**config.mk**
```make
export PLATFORM = sky130hd
export DESIGN_NAME = reg_writeback_queue
export DESIGN_NICKNAME = d
export VERILOG_FILES = /design/src/rtl/cpu_pkg.sv /design/src/rtl/wbq_bypass_match.sv /design/src/rtl/reg_writeback_queue.sv
export SDC_FILE = /design/constraint.sdc
export NUM_CORES = 1
export LEC_CHECK = 0
export BUFFER_PORTS_ARGS = -buffer_cell sky130_fd_sc_hd__buf_2
export CORE_UTILIZATION = 40
export CTS_BUF_LIST = sky130_fd_sc_hd__clkbuf_4 sky130_fd_sc_hd__clkbuf_8 sky130_fd_sc_hd__clkbuf_16
export DETAILED_ROUTE_END_ITERATION = 10
export PLACE_DENSITY = 0.65
export SLEW_MARGIN = 10
export SYNTH_ARGS = -nofsm -noshare
export SYNTH_HDL_FRONTEND = slang
export SYNTH_SLANG_ARGS = --single-unit
```
**constraint.sdc**
```tcl
create_clock -name clk -period 4.7 [get_ports clk]
set_input_delay 0.47 -clock clk [delete_from_list [all_inputs] [get_ports clk]]
set_output_delay 0.47 -clock clk [all_outputs]
set_load 0.01 [all_outputs]
```
**src/rtl/cpu_pkg.sv**
```systemverilog
// cpu_pkg: shared widths, the zero-register constant and the writeback entry layout
package cpu_pkg;

    localparam int BIT_SIZE   = 32;
    localparam int REG_ADDR_W = 5;
    localparam logic [REG_ADDR_W-1:0] REG_ZERO = 5'd0;

    typedef struct packed {
        logic [REG_ADDR_W-1:0] addr;
        logic [BIT_SIZE-1:0]   data;
    } wb_entry_t;

endpackage

```
**src/rtl/wbq_bypass_match.sv**
```systemverilog
// wbq_bypass_match: youngest-wins match of one read address against pending writes
module wbq_bypass_match
    import cpu_pkg::*;
#(
    parameter int DEPTH    = 4,
    parameter int bit_size = BIT_SIZE
) (
    input  logic [DEPTH:0]                 cand_valid,
    input  logic [DEPTH:0][REG_ADDR_W-1:0] cand_addr,
    input  logic [DEPTH:0][bit_size-1:0]   cand_data,
    input  logic [REG_ADDR_W-1:0]          read_reg,
    output logic                           hit,
    output logic [bit_size-1:0]            data
);

    // Candidates arrive oldest first, so the last match in the scan is the youngest.
    always_comb begin
        hit  = 1'b0;
        data = '0;
        for (int i = 0; i <= DEPTH; i++) begin
            if (cand_valid[i] && cand_addr[i] == read_reg && read_reg != REG_ZERO) begin
                hit  = 1'b1;
                data = cand_data[i];
            end
        end
    end

endmodule

```
**src/rtl/reg_writeback_queue.sv**
```systemverilog
// reg_writeback_queue: FIFO of register writebacks feeding the register file write port, with read bypass
module reg_writeback_queue
    import cpu_pkg::*;
#(
    parameter int bit_size = BIT_SIZE,
    parameter int DEPTH    = 4
) (
    input  logic                     clk,
    input  logic                     rst,
    input  logic                     in_valid,
    output logic                     in_ready,
    input  logic [REG_ADDR_W-1:0]    in_reg,
    input  logic [bit_size-1:0]      in_data,
    input  logic                     wb_stall,
    output logic                     RegWrite,
    output logic [REG_ADDR_W-1:0]    Write_reg,
    output logic [bit_size-1:0]      Write_data,
    input  logic [REG_ADDR_W-1:0]    Read_reg1,
    input  logic [REG_ADDR_W-1:0]    Read_reg2,
    output logic                     byp_hit1,
    output logic [bit_size-1:0]      byp_data1,
    output logic                     byp_hit2,
    output logic [bit_size-1:0]      byp_data2,
    output logic [$clog2(DEPTH):0]   count
);

    localparam int PW = $clog2(DEPTH);
    localparam int CW = PW + 1;

    logic [REG_ADDR_W-1:0]          q_addr [DEPTH];
    logic [bit_size-1:0]            q_data [DEPTH];
    logic [PW-1:0]                  wr_ptr, rd_ptr;
    logic                           push, pop;
    logic [DEPTH:0]                 cand_valid;
    logic [DEPTH:0][REG_ADDR_W-1:0] cand_addr;
    logic [DEPTH:0][bit_size-1:0]   cand_data;

    // Ready depends only on occupancy; writes to $0 complete the handshake but never enter the queue.
    assign in_ready = count < CW'(DEPTH);
    assign push     = in_valid && in_ready && in_reg != REG_ZERO;
    assign pop      = count != '0 && !wb_stall;

    // Queue storage needs no reset: entries are only visible while counted as occupied.
    always_ff @(posedge clk) begin
        if (push) begin
            q_addr[wr_ptr] <= in_reg;
            q_data[wr_ptr] <= in_data;
        end
    end

    // Pointers wrap naturally at the power-of-two depth; count tracks push minus pop.
    always_ff @(posedge clk or negedge rst) begin
        if (!rst) begin
            wr_ptr <= '0;
            rd_ptr <= '0;
            count  <= '0;
        end else begin
            if (push) wr_ptr <= wr_ptr + PW'(1);
            if (pop) rd_ptr <= rd_ptr + PW'(1);
            count <= count + CW'(push) - CW'(pop);
        end
    end

    // Output stage: one-cycle write pulse carrying the head entry; address/data hold when idle.
    always_ff @(posedge clk or negedge rst) begin
        if (!rst) begin
            RegWrite   <= 1'b0;
            Write_reg  <= '0;
            Write_data <= '0;
        end else begin
            RegWrite <= pop;
            if (pop) begin
                Write_reg  <= q_addr[rd_ptr];
                Write_data <= q_data[rd_ptr];
            end
        end
    end

    // Bypass candidates in age order: the in-flight write, then queue entries from the head.
    always_comb begin
        cand_valid[0] = RegWrite;
        cand_addr[0]  = Write_reg;
        cand_data[0]  = Write_data;
        for (int i = 0; i < DEPTH; i++) begin
            cand_valid[i+1] = CW'(i) < count;
            cand_addr[i+1]  = q_addr[rd_ptr + PW'(i)];
            cand_data[i+1]  = q_data[rd_ptr + PW'(i)];
        end
    end

    wbq_bypass_match #(.DEPTH(DEPTH), .bit_size(bit_size)) u_byp1 (
        .cand_valid (cand_valid),
        .cand_addr  (cand_addr),
        .cand_data  (cand_data),
        .read_reg   (Read_reg1),
        .hit        (byp_hit1),
        .data       (byp_data1)
    );

    wbq_bypass_match #(.DEPTH(DEPTH), .bit_size(bit_size)) u_byp2 (
        .cand_valid (cand_valid),
        .cand_addr  (cand_addr),
        .cand_data  (cand_data),
        .read_reg   (Read_reg2),
        .hit        (byp_hit2),
        .data       (byp_data2)
    );

endmodule

```
==> out/results.ini <==
[critical_path]
crit_path_max_fanout=35
end_kind=output pin
crit_type=register to output pin
cp.arrival_ns=3.86
r2r-start=rd_ptr[0]
crit_required_ns=4.23
startpoint=rd_ptr[1]
worstSetupStartpointType=register

[finish]
postLayoutCellArea_um2=14600
top_regs=q_data x128, Write_data x32, q_addr x20
top_register=q_data
final_cell_mix=nor2_1, buf_2, edfxtp_1, mux2i_1, mux2_2
largest_reg_flops=128
drive_above_1_share=0.299
nFillCells=2943
final_util=0.457
area_growth_pct=11.3
nets=1350

[sta]
setup_viol=0
fmax_mhz=231
finalMaxSlewViolations=0
tns_ns=0
whs_ns=0.187
min_period_ns=4.33
rsz0062_at_grt=false
finalClockSkew_ns=0.0139
hold_viol=0
period_share=0.922
max-slew-margin-rel=0.432
setup_ws_ns=0.365
worst_pin_slew_ns=0.852

[drt]
wl_per_cell_um=22.2
drt_pass1_iterations=6
drc=0
vias=10300
detail-route-antenna-nets=0
finalWirelength_um=38600
drtIter0Drc=938
vias_per_cell=5.94

[power_and_ir_drop]
p_switching_w=0.00397
p_clk_frac=0.157
irDropWorstVdd_v=0.000263
leakagePower_nw=5.61
p_seq_frac=0.302
p_sw_frac=0.444
p_per_area_nw_per_um2=612
power_frac_comb=0.541
internal_power_w=0.00497

[cts]
clockBufferDepth=2
clockRootBuffer=clkbuf_16
cts.clk_slew.worst_paths_ns=0.08
cts_sinks=193
hold_buffers=0
numCtsBuffers=17
cts_setup_buffers=0
cts_tree=yes
insertion_delay_ns=0.44
htreeDepth=4
cts-resized-gates=0

[logic_synthesis]
synth_area_um2=13100
avgSynthCellArea_um2=10.7
synth_mux_area_frac=0.212
synth-seq-area-share=0.424
synth_warnings=0
syn_nets=1282
synth_ff_type=edfxtp_1
synthDistinctLibCells=53
syn_inst=1222
synth_top_family_by_area=multiplexers
synthSimpleGateAreaFrac=0.0781
synthAdderAreaFrac=0.00915
synthArstFlopShare=0.233
ys_ff_latch=193
synth_edf_count=148
synth-compound-area-share=0.174
synth_xor_area_frac=0.0360

[job]
max_cap_viol_count=0

[placed_design]
dpl.hpwl_um=25800
routabilityCongestion=0.920
port-buffer-count=158
place_ws_ns=0.798
place_area_um2=14000

[grt]
grt_start_max_net_pins=65
grt_pass1_wl_um=58000
grt-ovfl-total=0
antenna_found_initial=5
grt_pass1_vias=10000
grtUsageTotal=0.229

[die]
ios=159
core_um2=32000
dieArea_um2=33600
initial_utilization=0.411
fp.dieW_um=183
core.rowCount=65
die_h_um=183

[status]
status=finished, final reports clean

[hold_path]
hold_class=primary input to async pin

## cell type report
| class | count | area, um2 | area share |
|---|---|---|---|
| Antenna cell | 3 | 7.51 | 0.000514 |
| Clock buffer | 20 | 454 | 0.0311 |
| Inverter | 16 | 62.6 | 0.00428 |
| Sequential cell | 193 | 5580 | 0.382 |
| Tap cell | 435 | 544 | 0.0373 |
| Clock inverter | 12 | 100 | 0.00685 |
| Timing Repair Buffer | 194 | 1110 | 0.0761 |
| Multi-Input combinational cell | 868 | 6750 | 0.462 |
## path summary, 6_finish.rpt
kind,end,slack [ns],depth (start not counted)
worst max register to register,Write_data[20],1.96,6
worst min-delay path,count[1],0.19,2
worst min register to register,Write_data[24],0.59,1
min in group clk,q_data[2][25],0.25,1
worst max-delay path,byp_data2[8],0.37,9
max in group asynchronous,rd_ptr[1],3.94,2
## power groups by stage
stage          clock (W)  combinational [W]  sequential [W]
2_1_floorplan          0            0.00386         0.00250
3_3_place_gp           0            0.00472         0.00271
3_5_place_dp           0            0.00480         0.00273
4_1_cts          0.00142            0.00482         0.00270
5_1_grt          0.00149            0.00523         0.00276
6_report         0.00140            0.00484         0.00270
## stage by stage
stage,power (W),cells
after floorplan,0.00636,1222
after global placement,0.00743,1706
after detailed placement,0.00753,1706
after CTS,0.00894,1738
after global routing,0.00947,1741
final,0.00894,1741
## layer usage
metal,share of wire,GRT usage
met1,0.42,0.297
met2,0.48,0.382
met3,0.077,0.0419
met4,0.021,0.0807
met5,0.00034,0
## worst max-delay path, stage by stage, from the launching register on
cell and delay [ns]:
dfrtp_4 0.72, buf_4 0.51, mux2i_1 0.28, xnor2_1 0.09
nor4_1 0.43, o2111ai_4 0.33, nand2_1 0.44, buf_4 0.31
o21ai_0 0.14, buf_2 0.16
## kinds of logic (layout without fill, tap and decap cells)
group | count (synthesis) | after routing
mux | 248 | 248
simple gates | 237 | 237
flops | 193 | 193
compound gates | 320 | 320
fa+ha+maj | 9 | 9
other cells | 0 | 3
xor+xnor | 54 | 54
buf+inv | 161 | 242
## cells in the mapped netlist (13+ instances only)
library cell / n / area share
a221oi_2: 30 / 0.034
mux4_2: 13 / 0.022
mux2_2: 100 / 0.086
buf_4: 42 / 0.024
xnor2_1: 41 / 0.027
xor2_1: 13 / 0.0087
clkbuf_1: 48 / 0.014
mux2i_1: 134 / 0.10
nand2_1: 27 / 0.0077
edfxtp_1: 148 / 0.34
dfrtp_1: 45 / 0.086
inv_1: 15 / 0.0043
o21ai_0: 64 / 0.024
a221o_1: 30 / 0.023
a31oi_1: 33 / 0.016
nor2_1: 158 / 0.045
o31ai_1: 32 / 0.018
a21oi_1: 92 / 0.035
buf_2: 35 / 0.013
Note: power is estimated with default switching activity, not from simulation.
